$ cat config.mk
export PLATFORM = sky130hd
export DESIGN_NAME = cic_decim_mc
export DESIGN_NICKNAME = d
export VERILOG_FILES = /design/src/rtl/cic_decim_mc.sv
export SDC_FILE = /design/constraint.sdc
export NUM_CORES = 2
export LEC_CHECK = 0
export ABC_CLOCK_PERIOD_IN_PS = 13400
export BUFFER_PORTS_ARGS = -buffer_cell sky130_fd_sc_hd__buf_2
export CORE_ASPECT_RATIO = 1.4
export CORE_UTILIZATION = 45
export DETAILED_ROUTE_END_ITERATION = 7
export HOLD_SLACK_MARGIN = 0.08
export PLACE_DENSITY_LB_ADDON = 0.25
export SETUP_SLACK_MARGIN = 0.5
export SKIP_LAST_GASP = 1
export SYNTH_ARGS = -nofsm -noshare
export SYNTH_HDL_FRONTEND = slang
export SYNTH_SLANG_ARGS = --single-unit
$ cat constraint.sdc
create_clock -name clk -period 13.4 [get_ports clk]
set_input_delay 0.67 -clock clk [delete_from_list [all_inputs] [get_ports clk]]
set_output_delay 0.67 -clock clk [all_outputs]
set_load 0.05 [all_outputs]
$ cat src/rtl/cic_decim_mc.sv
// Multichannel CIC decimator for a PDM microphone array.
// Per-channel integrators run at the input rate. Every DECIM accepted samples
// the last integrator stage of each channel is captured into a snapshot bank.
// A single comb section is shared across channels and walks that bank, one
// channel per output beat. Each frame leaves as one Avalon-ST packet.
//
//  state | meaning
//  ------+---------------------------------------------------------------
//  IDLE  | no frame in flight, waiting for the next snapshot
//  EMIT  | presenting snap[ch] through the comb chain, one beat per channel
module cic_decim_mc #(
    parameter int NUM_CH = 9,
    parameter int ORDER  = 4,
    parameter int DECIM  = 32,
    parameter int OUT_W  = 19,
    parameter int CH_W   = 4
) (
    input  logic              clk,
    input  logic              reset_n,
    input  logic              in_valid,
    output logic              in_ready,
    input  logic [NUM_CH-1:0] in_data,
    input  logic [1:0]        in_error,
    output logic              out_valid,
    input  logic              out_ready,
    output logic [OUT_W-1:0]  out_data,
    output logic [CH_W-1:0]   out_channel,
    output logic              out_startofpacket,
    output logic              out_endofpacket,
    output logic [1:0]        out_error
);
    localparam int LOG_D = $clog2(DECIM);
    localparam int ACC_W = ORDER * LOG_D + 2;
    localparam logic [LOG_D-1:0] PH_LAST = LOG_D'(DECIM - 1);
    localparam logic [CH_W-1:0]  CH_LAST = CH_W'(NUM_CH - 1);

    typedef enum logic {IDLE, EMIT} state_t;

    state_t            state_q, state_d;
    logic [CH_W-1:0]   ch_q, ch_d;
    logic [LOG_D-1:0]  phase;
    logic              err_acc;
    logic              overrun;
    logic              frame_err;
    logic              frame_ovr;

    logic [ACC_W-1:0]  integ     [NUM_CH][ORDER];
    logic [ACC_W-1:0]  integ_nxt [NUM_CH][ORDER];
    logic [ACC_W-1:0]  snap      [NUM_CH];
    logic [ACC_W-1:0]  comb_dly  [NUM_CH][ORDER];
    logic [ACC_W-1:0]  stage_in  [ORDER+1];

    logic accept, snap_evt, beat_acc, last_acc, frame_load, ovr_evt;

    assign accept   = in_valid & in_ready;
    assign snap_evt = accept & (phase == PH_LAST);

    // Integrator cascade: a PDM bit maps to +1/-1, each stage adds the freshly updated stage before it.
    always_comb begin
        for (int c = 0; c < NUM_CH; c++) begin
            integ_nxt[c][0] = integ[c][0] + (in_data[c] ? ACC_W'(1) : {ACC_W{1'b1}});
            for (int k = 1; k < ORDER; k++) begin
                integ_nxt[c][k] = integ[c][k] + integ_nxt[c][k-1];
            end
        end
    end

    // Shared comb chain evaluated for the channel currently being emitted.
    always_comb begin
        stage_in[0] = snap[ch_q];
        for (int k = 0; k < ORDER; k++) begin
            stage_in[k+1] = stage_in[k] - comb_dly[ch_q][k];
        end
    end

    // Next-state logic; a snapshot is dropped (overrun) unless the frame path is free this cycle.
    always_comb begin
        state_d    = state_q;
        ch_d       = ch_q;
        beat_acc   = (state_q == EMIT) & out_ready;
        last_acc   = beat_acc & (ch_q == CH_LAST);
        frame_load = snap_evt & ((state_q == IDLE) | last_acc);
        ovr_evt    = snap_evt & ~frame_load;
        case (state_q)
            IDLE: begin
                if (snap_evt) begin
                    state_d = EMIT;
                    ch_d    = '0;
                end
            end
            EMIT: begin
                if (last_acc) begin
                    state_d = snap_evt ? EMIT : IDLE;
                    ch_d    = '0;
                end else if (beat_acc) begin
                    ch_d = ch_q + 1'b1;
                end
            end
            default: begin
                state_d = IDLE;
                ch_d    = '0;
            end
        endcase
    end

    // FSM state and channel counter.
    always_ff @(posedge clk or negedge reset_n) begin
        if (!reset_n) begin
            state_q <= IDLE;
            ch_q    <= '0;
        end else begin
            state_q <= state_d;
            ch_q    <= ch_d;
        end
    end

    // Input side: ready, phase counter, window error and integrators.
    always_ff @(posedge clk or negedge reset_n) begin
        if (!reset_n) begin
            in_ready <= 1'b0;
            phase    <= '0;
            err_acc  <= 1'b0;
            for (int c = 0; c < NUM_CH; c++) begin
                for (int k = 0; k < ORDER; k++) begin
                    integ[c][k] <= '0;
                end
            end
        end else begin
            in_ready <= 1'b1;
            if (accept) begin
                phase   <= phase + 1'b1;
                err_acc <= snap_evt ? 1'b0 : (err_acc | (|in_error));
                integ   <= integ_nxt;
            end
        end
    end

    // Snapshot bank and per-frame status; overrun is carried into the next frame that gets loaded.
    always_ff @(posedge clk or negedge reset_n) begin
        if (!reset_n) begin
            overrun   <= 1'b0;
            frame_err <= 1'b0;
            frame_ovr <= 1'b0;
            for (int c = 0; c < NUM_CH; c++) begin
                snap[c] <= '0;
            end
        end else if (frame_load) begin
            overrun   <= 1'b0;
            frame_err <= err_acc | (|in_error);
            frame_ovr <= overrun;
            for (int c = 0; c < NUM_CH; c++) begin
                snap[c] <= integ_nxt[c][ORDER-1];
            end
        end else if (ovr_evt) begin
            overrun <= 1'b1;
        end
    end

    // Comb delay registers of the current channel advance only on an accepted beat.
    always_ff @(posedge clk or negedge reset_n) begin
        if (!reset_n) begin
            for (int c = 0; c < NUM_CH; c++) begin
                for (int k = 0; k < ORDER; k++) begin
                    comb_dly[c][k] <= '0;
                end
            end
        end else if (beat_acc) begin
            for (int k = 0; k < ORDER; k++) begin
                comb_dly[ch_q][k] <= stage_in[k];
            end
        end
    end

    // Output beat: arithmetic shift right keeps the top OUT_W bits of the comb result.
    always_comb begin
        out_valid         = (state_q == EMIT);
        out_data          = out_valid ? stage_in[ORDER][ACC_W-1 -: OUT_W] : '0;
        out_channel       = out_valid ? ch_q : '0;
        out_startofpacket = out_valid & (ch_q == '0);
        out_endofpacket   = out_valid & (ch_q == CH_LAST);
        out_error         = out_valid ? {frame_ovr, frame_err} : 2'b00;
    end

endmodule
* Yosys cells after proc, flatten, opt, wreduce, memory -nomap -nowiden
Cells that the tools add are included.
Word-level totals: register bits after elaboration 1797, input bits 15
Cells by class: $add $sub $neg 42, order comparisons 2, equality and inequality tests 4, muxes and demuxes 40, bitwise gates (word level) 13, reduce and logical (&&, ||, !) cells 5
Operator list (number):
- 792-bit bitwise mux | 4
- 88-bit demux with 4-bit select | 4
- 22-bit adder | 36
- 88-bit binary-select mux with 4-bit select | 1
- 22-bit two-way mux | 12
- 88-bit two-way mux | 3
- 22-bit binary-select mux with 4-bit select | 1
- 22-bit subtractor | 4
- 66-bit two-way mux | 1
- 44-bit two-way mux | 1
- 19-bit two-way mux | 1
- 4-bit two-way mux | 4
- 1-bit AND | 8
- 4-bit case mux with 2 select lines | 1
- 5-bit by 1-bit adder with 5-bit output, second input constant | 1
- 5-bit == test, second input constant | 1
- 5-bit >= comparator, second input constant | 1
- 5-bit by 1-bit less-than comparator with 1-bit output, second input constant | 1
- 1-bit two-way mux | 5
- 4-bit inverter with 5-bit output | 1
- 4-bit by 1-bit adder with 4-bit output, second input constant | 1
- 4-bit == test, second input constant | 1
- 4-bit logical NOT | 1
- 3-bit by 1-bit != test with 1-bit output, second input constant | 1
- other kinds (9) | 11

* Depth between registers and ports, before layout
depth after elaboration 9, gate-level depth with buffers 51

* Worst setup path before layout
No wires, ideal clock.
kind reg-to-output, start register ch_q[0], end output port out_data[15], arrival 11.309 ns, data required time 12.730 ns, path slack 1.421 ns, cell stages (with the launch flop) 48, path buffers 10, cells stage by stage dfrtp_1 buf_6 buf_8 buf_4 buf_2 buf_2 buf_2 buf_2 buf_2 clkbuf_1 buf_1 mux2i_1 nor2_1 a21oi_1 o22ai_1 ha_1 fa_1 nand2b_1 [... 12 more ...] nor2b_1 a311o_1 a22o_1 o21ai_0 xor2_1 inv_1 ha_1 nand3_1 a311oi_1 or3_1 a21o_1 a21oi_1 o21ai_0 a211oi_2 o21ai_0 nor2b_1 and2_1 nor3_1
RTL lines:
- start: declaration | line 40 | logic [CH_W-1:0] ch_q, ch_d;
- start signal: assignment | line 113 | ch_q <= ch_d;
- end: declaration | line 26 | output logic [OUT_W-1:0] out_data,

==> results.yml <==
yosys:
  async_flop_share: 1.00
  synth_commonest_cells: "3641 x nand2_1, 1797 x dfrtp_1, 1177 x o21ai_0"
  synth_warnings: 0
  synth_area_mm2: 0.109
  syn_inst: 12600
  yosysMostFrequentCell: "nand2_1"
  synth_edf_count: 0
  ys.flop_type: "dfrtp_1"
  synth_top_cell_area_share: 0.412
  ys_types: 102
  synth_nets: 13500
  ys_seq_elements: 1797
  synthTopCellsByArea: "dfrtp_1 41%, nand2_1 13%, ha_1 9.5%"
  syn_area_per_cell_um2: 8.66
  ys_seq_area_frac: 0.412
  synth_top_cell_by_area: "dfrtp_1"
place:
  hpwl_um: 192000
  numPortBuffers: 43
  place.gp.congestion: 0.885
routing:
  viasPerCell: 5.45
  wl_per_cell_um: 17.8
  via_count: 86300
  drt_iter0_drc: 5040
  drc_errors: 0
  ant_nets: 0
  postRouteWirelength_um: 281000
  first_pass_iters: 8
global_routing:
  busiest_layer: "met2"
  grt_max_degree: 191
  grt_pass1_wl_um: 457000
  met2_usage: 0.418
  grt.overflow.total: 0
  grt_util_met1: 0.274
  grt_pass1_vias: 87500
  grtUsageTotal: 0.228
  grt_use_met3: 0.0248
  antenna_found_initial: 4
sta:
  fmax_mhz: 82.6
  min_period_over_period: 0.904
  rsz0062_at_grt: "false"
  slew_violations: 0
  finalSetupTns_ns: 0
  slew_headroom: 0.208
  fin_skew_ns: 0.0779
  setup-violations-final: 0
  tightestPinTransition_ns: 1.19
  finalHoldViolCount: 0
  layout_min_cycle_time_ns: 12.11
worst_setup_path:
  critPathLaunchType: "register"
  worstPathRequired_ns: 12.73
  critical-path-max-stage-delay_ns: 0.79
  path_max_fanout: 51
  cp-end-kind: "output port"
  cpMaxStageDelayCell: "dfrtp_4"
  arrival_ns: 11.44
  cpMostUsedCell: "a21oi_1"
  worst-setup-path-type: "reg -> out"
final_layout:
  drive_gt1_frac: 0.0695
  fillers: 22400
  area_delta_synth_final_pct: 9.12
  fin_nets: 13300
  finish.utilization: 0.495
cts:
  cts_buffer_depth: 4
  cts.sinks: 1797
  cts_root_buf: "clkbuf_16"
  clkTransAtPathRegs_ns: 0.06
  htreeDepth: 4
  cts_tree: "built"
  cts_buffers: 195
  worstSkewPairLatency_ns: 0.88
floorplan:
  core_mm2: 0.241
  die-area_mm2: 0.245
  die_w_um: 418
  start_util: 0.453
  die-height_um: 585
  io_pins: 44
  num_rows: 213
flow_run:
  cap_violations: 0
min_path:
  hold_path.class: "in -> reg"
status:
  status: "completed"
==> kinds of logic (layout without fill, tap and decap cells) <==
| logic type | count (synthesis) | after routing | share of synthesized area |
|---|---|---|---|
| AOI/OAI and AO/OA | 2583 | 2583 | 0.139 |
| xor gates and xnor gates | 662 | 662 | 0.0551 |
| adders and majority gates | 871 | 871 | 0.102 |
| buffers and inverters | 979 | 967 | 0.0341 |
| DFF | 1797 | 1797 | 0.412 |
| muxes | 525 | 525 | 0.0640 |
| other | 1 | 5 | 0.0000343 |
| and+or+nand+nor | 5198 | 5198 | 0.193 |
==> placed cells by master, fill, tap and decap left out, types with 39 or more instances in the layout <==
cell / instances
nand2_1: 3631
dfrtp_1: 1793
o21ai_0: 1177
nor2_1: 845
ha_1: 831
a21oi_1: 611
xnor2_1: 509
inv_1: 477
mux2i_1: 213
clkbuf_16: 195
mux2_2: 192
nor3_1: 142
a21o_1: 130
xor2_1: 130
nand3_1: 127
mux4_2: 119
a21boi_0: 117
nor2b_1: 103
a211oi_1: 85
buf_4: 83
o21bai_1: 79
o21a_1: 78
and3_1: 78
and2_1: 61
or3_1: 49
a31oi_1: 45
clkinv_2: 43
nand2b_1: 42
buf_2: 42
clkbuf_8: 40
fa_1: 39
==> sequential cells by signal, indices dropped and copies added (netlist names) <==
register and count:
overrun 1, integ 792, frame_ovr 1, ch_q 4, comb_dly 792, err_acc 1
out_valid 1, phase 5, in_ready 1, frame_err 1, snap 198
==> metal layers <==
metal / part of all wire / routed length (um)
met5: 0 / 0
met4: 0.036 / 10200
met3: 0.036 / 10200
met2: 0.51 / 143000
met1: 0.42 / 118000
==> final cells by class <==
type	instances	area, um^2	area share
well taps	3225	4040	0.0339
flip-flops and latches	1797	45000	0.378
multi-input cells	9840	60700	0.509
diodes	4	10.0	0.0000840
clock inverters	78	942	0.00791
repair buffers	141	1130	0.00945
clock buffers	269	5560	0.0466
inverters	479	1800	0.0151
==> stage by stage <==
step	setup WS, ns	hold slack, ns	instances	cell area, um^2
finish	1.29	0.265	15800	119000
global route	0.568	0.238	15800	119000
CTS	0.504	0.211	15800	119000
detailed placement	1.29	0.462	15500	113000
global placement	1.43	0.454	15500	113000
floorplan	1.42	0.374	12600	109000
==> timing repair <==
item,CTS,global route
buffers inserted,0,1
hold buffers,1,0
endpoints found under the hold margin,141,0
endpoints found under the setup margin,2,5
gates resized for setup,2,11
==> worst max-delay path, delay by kind of cell, from the launching register on <==
family | cells | cell delay (ns)
compound gates | 19 | 4.14
fa+ha+maj | 4 | 1.46
simple gates | 6 | 1.37
xor+xnor | 3 | 1.28
buf+inv | 5 | 1.16
flops | 1 | 0.79
mux | 1 | 0.32
==> final timing paths <==
check	startpoint	end	slack, ns	cells after the start
max reg2reg	ch_q[0]	comb_dly[460]	4.32	30
min reg2reg	comb_dly[541]	comb_dly[541]	0.47	2
max in group asynchronous	reset_n	integ[82]	9.87	5
min	in_error[1]	frame_err	0.27	3
max	ch_q[3]	out_data[17]	1.29	38
min in group asynchronous	reset_n	comb_dly[616]	0.44	2
Power is left out: the tool's default activity adds up to more than one toggle a clock period on the data nets, which glitch-free logic cannot reach.
